**src/rtl/dsp_pkg.sv**
```systemverilog
// Shared OPMODE encodings, datapath widths and the partial-product sign-extension helper
// for the DSP slice post-multiplier stage.
package dsp_pkg;

  localparam int PP_W = 43;
  localparam int P_W  = 48;
  localparam int S_W  = P_W + 1;

  typedef enum logic [1:0] {
    OP_PROD = 2'b00,
    OP_ACC  = 2'b01,
    OP_CADD = 2'b10,
    OP_HOLD = 2'b11
  } opmode_e;

  function automatic logic [P_W-1:0] sext_pp(input logic [PP_W-1:0] v);
    return {{(P_W-PP_W){v[PP_W-1]}}, v};
  endfunction

endpackage

```
**src/rtl/pp_accumulate_alu_if.sv**
```systemverilog
// Operand/result bundle between the multiplier stage driver (master) and the accumulate ALU (slave).
interface pp_accumulate_alu_if;
  import dsp_pkg::*;

  // There is no valid/ready pair: every rising CLK edge with CEP=1 is one
  // accepted update, and P/flags are always valid (registered or combinational).
  logic              CEP;
  logic [PP_W-1:0]   PP1;
  logic [PP_W-1:0]   PP2;
  logic [P_W-1:0]    C;
  logic [1:0]        OPMODE;
  logic              CARRYIN;
  logic [P_W-1:0]    P;
  logic              OVERFLOW;
  logic              UNDERFLOW;
  logic              ACC_DONE;
  logic [15:0]       dbg_count;
  logic              dbg_restart;

  modport master (
    output CEP, PP1, PP2, C, OPMODE, CARRYIN,
    input  P, OVERFLOW, UNDERFLOW, ACC_DONE, dbg_count, dbg_restart
  );

  modport slave (
    input  CEP, PP1, PP2, C, OPMODE, CARRYIN,
    output P, OVERFLOW, UNDERFLOW, ACC_DONE, dbg_count, dbg_restart
  );

endinterface

```
**src/rtl/pp_combine.sv**
```systemverilog
// Sign-extends the two partial products to the P width and sums them into the full product;
// the product term is forced to zero when the multiplier is configured out.
module pp_combine
  import dsp_pkg::*;
#(
  parameter string USE_MULT = "multiply"
) (
  input  logic [PP_W-1:0] pp1,
  input  logic [PP_W-1:0] pp2,
  output logic [P_W-1:0]  prod
);

  localparam bit MULT_ON = (USE_MULT != "none");

  always_comb begin
    prod = '0;
    if (MULT_ON) begin
      prod = sext_pp(pp1) + sext_pp(pp2);
    end
  end

endmodule

```
**src/rtl/pp_accumulate_alu.sv**
```systemverilog
// Post-multiplier accumulate ALU: combines the product with feedback or C, flags signed
// overflow/underflow and runs an optional fixed-length accumulation counter with auto-restart.
module pp_accumulate_alu
  import dsp_pkg::*;
#(
  parameter int    PREG     = 1,
  parameter string USE_MULT = "multiply",
  parameter int    ACC_LEN  = 0
) (
  input  logic                CLK,
  input  logic                RSTP,
  pp_accumulate_alu_if.slave  bus
);

  localparam bit CNT_ON = (ACC_LEN > 0);
  localparam int CNT_W  = CNT_ON ? $clog2(ACC_LEN + 1) : 1;
  localparam logic [CNT_W-1:0] CNT_LAST = CNT_W'(ACC_LEN - 1);

  opmode_e          op;
  logic [P_W-1:0]   prod;
  logic [P_W-1:0]   fb;
  logic [P_W-1:0]   addend;
  logic [S_W-1:0]   sum;
  logic [P_W-1:0]   next_val;
  logic             ovf_n;
  logic             unf_n;

  logic [P_W-1:0]   acc_q, acc_d;
  logic             ovf_q, ovf_d;
  logic             unf_q, unf_d;
  logic             done_q, done_d;
  logic             restart_q, restart_d;
  logic [CNT_W-1:0] cnt_q, cnt_d;

  assign op = opmode_e'(bus.OPMODE);

  pp_combine #(
    .USE_MULT (USE_MULT)
  ) u_pp_combine (
    .pp1  (bus.PP1),
    .pp2  (bus.PP2),
    .prod (prod)
  );

  // One guard bit above P: the top two sum bits disagreeing means the P-wide result wrapped.
  always_comb begin
    fb       = (CNT_ON && restart_q) ? '0 : acc_q;
    addend   = '0;
    sum      = '0;
    next_val = acc_q;
    ovf_n    = 1'b0;
    unf_n    = 1'b0;
    case (op)
      OP_ACC:  addend = fb;
      OP_CADD: addend = bus.C;
      default: addend = '0;
    endcase
    sum = {addend[P_W-1], addend} + {prod[P_W-1], prod} + S_W'(bus.CARRYIN);
    if (op != OP_HOLD) begin
      next_val = sum[P_W-1:0];
      ovf_n    = ~sum[P_W] &  sum[P_W-1];
      unf_n    =  sum[P_W] & ~sum[P_W-1];
    end
  end

  always_comb begin
    acc_d     = acc_q;
    ovf_d     = ovf_q;
    unf_d     = unf_q;
    cnt_d     = cnt_q;
    restart_d = restart_q;
    done_d    = 1'b0;
    if (bus.CEP) begin
      acc_d = next_val;
      ovf_d = ovf_n;
      unf_d = unf_n;
      if (CNT_ON) begin
        case (op)
          OP_ACC: begin
            restart_d = 1'b0;
            if (cnt_q == CNT_LAST) begin
              cnt_d     = '0;
              restart_d = 1'b1;
              done_d    = 1'b1;
            end else begin
              cnt_d = cnt_q + CNT_W'(1);
            end
          end
          OP_PROD, OP_CADD: begin
            cnt_d     = '0;
            restart_d = 1'b0;
          end
          default: begin
            cnt_d     = cnt_q;
            restart_d = restart_q;
          end
        endcase
      end
    end
  end

  always_ff @(posedge CLK or posedge RSTP) begin
    if (RSTP) begin
      acc_q     <= '0;
      ovf_q     <= 1'b0;
      unf_q     <= 1'b0;
      done_q    <= 1'b0;
      restart_q <= 1'b0;
      cnt_q     <= '0;
    end else begin
      acc_q     <= acc_d;
      ovf_q     <= ovf_d;
      unf_q     <= unf_d;
      done_q    <= done_d;
      restart_q <= restart_d;
      cnt_q     <= cnt_d;
    end
  end

  // Unregistered outputs are still forced low while reset is held.
  always_comb begin
    if (PREG != 0) begin
      bus.P         = acc_q;
      bus.OVERFLOW  = ovf_q;
      bus.UNDERFLOW = unf_q;
    end else begin
      bus.P         = RSTP ? '0 : next_val;
      bus.OVERFLOW  = RSTP ? 1'b0 : ovf_n;
      bus.UNDERFLOW = RSTP ? 1'b0 : unf_n;
    end
    bus.ACC_DONE    = done_q;
    bus.dbg_count   = 16'(cnt_q);
    bus.dbg_restart = restart_q;
  end

endmodule

```
**src/flat_wrapper.sv**
```systemverilog
// flat-port wrapper written by rule: the top's interface ports become plain ports
module pp_accumulate_alu_flat import dsp_pkg::*;
#(
  parameter int    PREG     = 1,
  parameter string USE_MULT = "        ",
  parameter int    ACC_LEN  = 0
)
  (CLK, RSTP, bus_CEP, bus_PP1, bus_PP2, bus_C, bus_OPMODE, bus_CARRYIN, bus_P, bus_OVERFLOW, bus_UNDERFLOW, bus_ACC_DONE, bus_dbg_count, bus_dbg_restart);
  pp_accumulate_alu_if bus_i ();
  input  logic CLK;
  input  logic RSTP;
  input wire logic [$bits(bus_i.CEP)-1:0] bus_CEP;
  input wire logic [$bits(bus_i.PP1)-1:0] bus_PP1;
  input wire logic [$bits(bus_i.PP2)-1:0] bus_PP2;
  input wire logic [$bits(bus_i.C)-1:0] bus_C;
  input wire logic [$bits(bus_i.OPMODE)-1:0] bus_OPMODE;
  input wire logic [$bits(bus_i.CARRYIN)-1:0] bus_CARRYIN;
  output wire logic [$bits(bus_i.P)-1:0] bus_P;
  output wire logic [$bits(bus_i.OVERFLOW)-1:0] bus_OVERFLOW;
  output wire logic [$bits(bus_i.UNDERFLOW)-1:0] bus_UNDERFLOW;
  output wire logic [$bits(bus_i.ACC_DONE)-1:0] bus_ACC_DONE;
  output wire logic [$bits(bus_i.dbg_count)-1:0] bus_dbg_count;
  output wire logic [$bits(bus_i.dbg_restart)-1:0] bus_dbg_restart;
  assign bus_i.CEP = bus_CEP;
  assign bus_i.PP1 = bus_PP1;
  assign bus_i.PP2 = bus_PP2;
  assign bus_i.C = bus_C;
  assign bus_i.OPMODE = bus_OPMODE;
  assign bus_i.CARRYIN = bus_CARRYIN;
  assign bus_P = bus_i.P;
  assign bus_OVERFLOW = bus_i.OVERFLOW;
  assign bus_UNDERFLOW = bus_i.UNDERFLOW;
  assign bus_ACC_DONE = bus_i.ACC_DONE;
  assign bus_dbg_count = bus_i.dbg_count;
  assign bus_dbg_restart = bus_i.dbg_restart;
  pp_accumulate_alu #(.PREG(PREG), .USE_MULT(USE_MULT), .ACC_LEN(ACC_LEN)) u_core (.CLK(CLK), .RSTP(RSTP), .bus(bus_i));
endmodule
```
**config.mk**
```make
export PLATFORM = sky130hd
export DESIGN_NAME = pp_accumulate_alu_flat
export DESIGN_NICKNAME = d
export VERILOG_FILES = /design/src/rtl/dsp_pkg.sv /design/src/rtl/pp_accumulate_alu_if.sv /design/src/rtl/pp_combine.sv /design/src/rtl/pp_accumulate_alu.sv /design/src/flat_wrapper.sv
export SDC_FILE = /design/constraint.sdc
export NUM_CORES = 1
export LEC_CHECK = 0
export BUFFER_PORTS_ARGS = -buffer_cell sky130_fd_sc_hd__buf_2
export CAP_MARGIN = 10
export CORE_ASPECT_RATIO = 0.75
export CORE_MARGIN = 2
export CORE_UTILIZATION = 35
export DETAILED_ROUTE_END_ITERATION = 8
export HOLD_SLACK_MARGIN = 0.03
export PLACE_DENSITY = 0.56
export SLEW_MARGIN = 20
export SYNTH_ARGS = -nofsm -noshare
export SYNTH_HDL_FRONTEND = slang
export SYNTH_SLANG_ARGS = --single-unit
```
**constraint.sdc**
```tcl
create_clock -name CLK -period 4.85 [get_ports CLK]
set_input_delay 0.2425 -clock CLK [delete_from_list [all_inputs] [get_ports CLK]]
set_output_delay 0.2425 -clock CLK [all_outputs]
set_load 0.05 [all_outputs]
```
---- Yosys cells after proc, flatten, opt, wreduce, memory -nomap -nowiden ----
Index checks and enable logic that the tools add are counted.
word-level totals
  register bits after elaboration ......... 50
  bits in latches ......................... 0
  RAM bits ................................ 0
  bits in read-only memories .............. 0
  input port bits ......................... 140
  output and inout port bits .............. 68
  word-level logic and storage cells ...... 17
  memories ................................ 0
cells by class
  $add $sub $neg .......................... 3
  multiply operators ...................... 0
  divide/modulo/power cells ............... 0
  order comparisons ....................... 0
  eq/ne operators ......................... 3
  shift operators ......................... 0
  muxes and demuxes ....................... 3
  bitwise logic cells ..................... 4
  reduce and logical (&&, ||, !) cells .... 1
operators with widths
  operator                                                                number
  48-bit case mux with 2 select lines                                     1
  48-bit by 44-bit adder with 49-bit output                               1
  49-bit by 1-bit adder with 49-bit output                                1
  43-bit by 43-bit adder with 44-bit output                               1
  1-bit AND                                                               2
  2-bit by 1-bit equality test with 1-bit output (second input constant)  1
  2-bit equality test (second input constant)                             1
  1-bit two-way mux                                                       2
  2-bit != test (second input constant)                                   1
  1-bit inverter                                                          2
  2-bit AND reduction                                                     1

---- Logic depth before layout (Yosys ltp) ----
  word-level depth ........................ 7
  depth in mapped cells ................... 18
  depth with buffers taken out ............ 17

---- Hierarchy ----
From an unflattened synthesis, not the netlist that was laid out.
unflattened totals
  cell total of the unflattened synthesis .. 1006
  area, all modules ....................... 7741.2 um^2
by module, submodules not included
  module             instances  cells an instance  area an instance (um^2)  seq. area each (um^2)
  pp_accumulate_alu  1          645                5119.9                   1251.2
  pp_combine         1          361                2621.3                   0.0

---- Least setup slack after synthesis ----
Ideal clock, no wire load.
  path type ............................... input -> register
  from .................................... input bus_OPMODE[0]
  to ...................................... register u_core.acc_q[45] (netlist: u_core.bus.P[45])
  setup time .............................. 0.092 ns
  arrival ................................. 4.067 ns
  required time ........................... 4.758 ns
  setup slack ............................. 0.691 ns
  cell stages on the path ................. 17
  buffers on the path ..................... 2
  path through ............................ inv_1 > ha_1 > clkbuf_1 > buf_1 > a22oi_1 > nor2_1 > fa_1 > ha_1 > o211ai_1 > o211ai_1 > a22oi_1 > a211o_1 > o31a_1 > o21a_1 > or3_1 > and3_1 > o31ai_2
between the ends
  longest elaborated chain between the ends .. 4
  elaborated cells on any way between the ends .. 7
  those cells by class .................... 2 x add/sub; 3 x eq/ne; 1 x mux; 1 x reduce/logical
ends and longest elaborated chain
  item                                                                                          RTL line                  RTL
  from (decl)                                                                                   flat_wrapper.sv:16        input wire logic [$bits(bus_i.OPMODE)-1:0] bus_OPMODE;
  2-bit equality test / 2-bit by 1-bit equality test with 1-bit output (equally long branches)  pp_accumulate_alu.sv:53   case (op)
  48-bit case mux with 2 select lines                                                           pp_accumulate_alu.sv:53
  48-bit by 44-bit adder with 49-bit output                                                     pp_accumulate_alu.sv:58   sum = {addend[P_W-1], addend} + {prod[P_W-1], prod} + S_W'(bus.CARRYIN);
  49-bit by 1-bit adder with 49-bit output                                                      pp_accumulate_alu.sv:58
  to (signal assigned)                                                                          pp_accumulate_alu.sv:104  acc_q <= '0;
  to (signal assigned)                                                                          pp_accumulate_alu.sv:111  acc_q <= acc_d;
  to (decl)                                                                                     pp_accumulate_alu.sv:28   logic [P_W-1:0] acc_q, acc_d;
Several ways; a longest one is shown, not always the timed one.
A chain may end at the register's enable or synchronous reset.

---- Worst setup path in the final report ----
  from .................................... input bus_OPMODE[1]
  to ...................................... register u_core.unf_q (netlist: u_core.bus.UNDERFLOW)
between the ends
  longest elaborated chain between the ends .. 7
  elaborated cells on any way between the ends .. 9
  those cells by class .................... 2 x add/sub; 3 x eq/ne; 2 x mux; 2 x bitwise
ends and longest elaborated chain
  item                                                                                          RTL line                  RTL
  2-bit equality test / 2-bit by 1-bit equality test with 1-bit output (equally long branches)  pp_accumulate_alu.sv:53
  48-bit case mux with 2 select lines                                                           pp_accumulate_alu.sv:53
  48-bit by 44-bit adder with 49-bit output                                                     pp_accumulate_alu.sv:58
  49-bit by 1-bit adder with 49-bit output                                                      pp_accumulate_alu.sv:58
  1-bit inverter                                                                                pp_accumulate_alu.sv:62   unf_n = sum[P_W] & ~sum[P_W-1];
  1-bit AND                                                                                     pp_accumulate_alu.sv:62
  1-bit two-way mux *                                                                           pp_accumulate_alu.sv:59   if (op != OP_HOLD) begin
  to (signal assigned)                                                                          pp_accumulate_alu.sv:113  unf_q <= unf_d;
  to (decl)                                                                                     pp_accumulate_alu.sv:30   logic unf_q, unf_d;
Mark *: on every way between the ends. The rest lies on a longest branch, timed or not.

==> run metrics <==
Die Span Y=roughly 120 um; maximum clock rate=231 MHz; status=complete, no violations; final hold violation count=0; Final min period=4.33 ns; total CTS buffers=5; register area share after synthesis=0.202; Post-Syn Area=~6200 um2; Gate Count Post-Synth=approximately 730; setup_tns=0 ns; antenna-violating nets left=0; post-route cell area=roughly 7500 um2; initial antenna violation count=3; Setup-failing EPs final=0; slowest CP cell=ha_1; Clk Latency, worst-skew pair=0.30 ns; WP data required=slightly above 5 ns; Syn. warnings=0; Crit path buffers/inverters=3; setup slack at placement=between 0.15 and 0.2 ns; CTS Root Cell=clkbuf_16; top post-synthesis cells by area=dfrtp_1, fa_1, ha_1; Synth Flop Type=dfrtp_1; Netlist cell types=60; initial DRC count=roughly 350; # rows=42; Area Growth Syn to Fin=20.8%; core footprint=around 17000 um2; DIE AREA=between 15000 and 20000 um2; Post-CTS Setup Bufs=0; crit path cell chain=buf_2, inv_1, ha_2, buf_4, a22oi_1, nor2_1, fa_1, ha_1, nand2_1, nor4_1, nand3_1, a2111oi_0, a32oi_1, o21ai_0, o221ai_1, xnor2_1, o32ai_1; Slew @ Worst Pin=0.901 ns; period utilization=0.893; DR vias=between 5000 and 6000; Starting Density=0.354; largest area contributor in the netlist=dfrtp_1; Arr. time, crit path=between 4 and 5 ns; Post-Synthesis Mean Instance Area=8.46 um2; first-pass iteration count of the detailed router=4; Worst Setup End Kind=flop; ys async rst share=1.00; count leader, synth=nand2_1; # port buffers=189; delay-heaviest family, CP=compound AO/OA/AOI/OAI gates; CP Launch Type=input pin; diode count=0; share of the synthesized area in the top cell type=0.202; Peak VDD IR=0.186 mV; Setup Crit Path Kind=in -> reg; routed wire length=18100 um; TritonCTS clock tree=yes; Final WS setup=about 0.52 ns; Final Max Tran Viols=0; total power per unit cell area=roughly 440 nW/um2; Post-CTS Resized=0; Max FO, Critical Path=24; first-pass GRT wire length=just under 30000 um; max_cap viols=0; vias in the first global route=roughly 5700; worst hold path class=in -> async; CTS sink cnt=50; Worst-path clk slew=roughly 0.07 ns; CP max stage delay=around 0.47 ns; RSZ-0062 raised after global routing=false; WHS=between 0.1 and 0.15 ns; largest net degree at the start of global routing=96; Static Leak=roughly 3.7 nW; width of the chip=158 um; share of layout cells above drive strength 1=0.237; all-layer global routing usage=0.197; nets=between 1000 and 1500; drt drc=0; wire per inst=~16 um; overall power=3.30 mW; post-detail-place hpwl=14800 um; Post-synth EDFFs=0; Via density=roughly 5.2; #FFs+latches synth=50; Placement Cell Area=between 7000 and 8000 um2; CTS H-tree lvls=2; CTS max path bufs=2; Layout Skew=between 0.005 and 0.006 ns; relative slew slack=0.399; total global routing overflow=0; I/O pins=roughly 210; list of most frequent post-synthesis cells=nand2_1, nor2_1, o21ai_0; GPL Wtd Cong=between 0.8 and 0.9; hold_buf cts=0
==> worst reg2reg max path: stages, from the launching register on <==
cell and delay [ns]:
dfrtp_1 0.41, a22oi_1 0.08, or2_2 0.30, fa_1 0.48, inv_1 0.04, ha_1 0.34, o211ai_1 0.12, o211ai_1 0.29
a22oi_1 0.17, a211o_1 0.34, o31a_1 0.35, o21a_1 0.25, o21ai_0 0.29, o311ai_1 0.21, mux2_2 0.30
==> layer usage <==
metal,part of all wire,global-route usage,vias up,routed length (um)
li1,-,-,2954,-
met1,0.51,0.294,2765,9180
met2,0.41,0.293,200,7420
met3,0.073,0.0426,14,1320
met4,0.0076,0.0358,6,138
met5,0.0019,0,-,35
==> through the flow <==
stage,std cells,util
5_1_grt,1149,0.427
4_1_cts,1149,0.427
6_report,1149,0.427
3_3_place_gp,1142,0.420
2_1_floorplan,749,-
3_5_place_dp,1142,0.420
==> layout by cell type (no fill, tap or decap), types with 11 or more instances in the layout <==
master,instances
dfrtp_1,50
nor2_1,66
buf_2,189
ha_1,49
a21oi_1,51
nand2_1,78
inv_1,29
fa_1,49
a22oi_1,49
a21o_1,26
conb_1,18
xor2_1,18
xnor2_1,24
buf_4,11
o21ai_0,66
==> power by group <==
part,switching [mW],internal [mW]
clock network,0.167,0.190
registers,0.161,0.586
logic,1.50,0.703
==> kinds of logic after synthesis <==
family / after synthesis / share of synthesized area
adders and majority gates: 100 / 0.262
AOI/OAI and AO/OA: 256 / 0.268
DFF: 50 / 0.202
muxes: 2 / 0.00344
other: 1 / 0.000606
xor gates and xnor gates: 42 / 0.0594
buffers and inverters: 79 / 0.0588
and+or+nand+nor: 202 / 0.146
==> final timing paths <==
| kind | cells after the start | to | slack [ns] | startpoint |
|---|---|---|---|---|
| worst max-delay path | 17 | u_core.bus.UNDERFLOW$_DFFE_PP0P_ | 0.52 | bus_OPMODE[1] |
| worst min-delay path | 3 | u_core.bus.P[29]$_DFFE_PP0P_ | 0.13 | RSTP |
| worst max register to register | 14 | u_core.bus.P[47]$_DFFE_PP0P_ | 0.78 | u_core.bus.P[4]$_DFFE_PP0P_ |
| worst min register to register | 1 | u_core.bus.OVERFLOW$_DFFE_PP0P_ | 0.50 | u_core.bus.OVERFLOW$_DFFE_PP0P_ |
| max in group asynchronous | 3 | u_core.bus.P[43]$_DFFE_PP0P_ | 4.26 | RSTP |
| min in group CLK | 2 | u_core.bus.UNDERFLOW$_DFFE_PP0P_ | 0.18 | bus_CEP |
==> final cells by class <==
class | instances | area (um2)
clock buffer | 7 | 133
fill | 1816 | 10000
inverter | 30 | 113
multi-input combinational | 620 | 4650
sequential | 50 | 1250
tap | 242 | 303
timing repair buffer | 200 | 1030
==> registers in the layout (all words and copies together), names as in the netlist <==
signal	cells
u_core.bus.P	48
u_core.bus.UNDERFLOW	1
u_core.bus.OVERFLOW	1
Power figures use the tool's default switching activity.
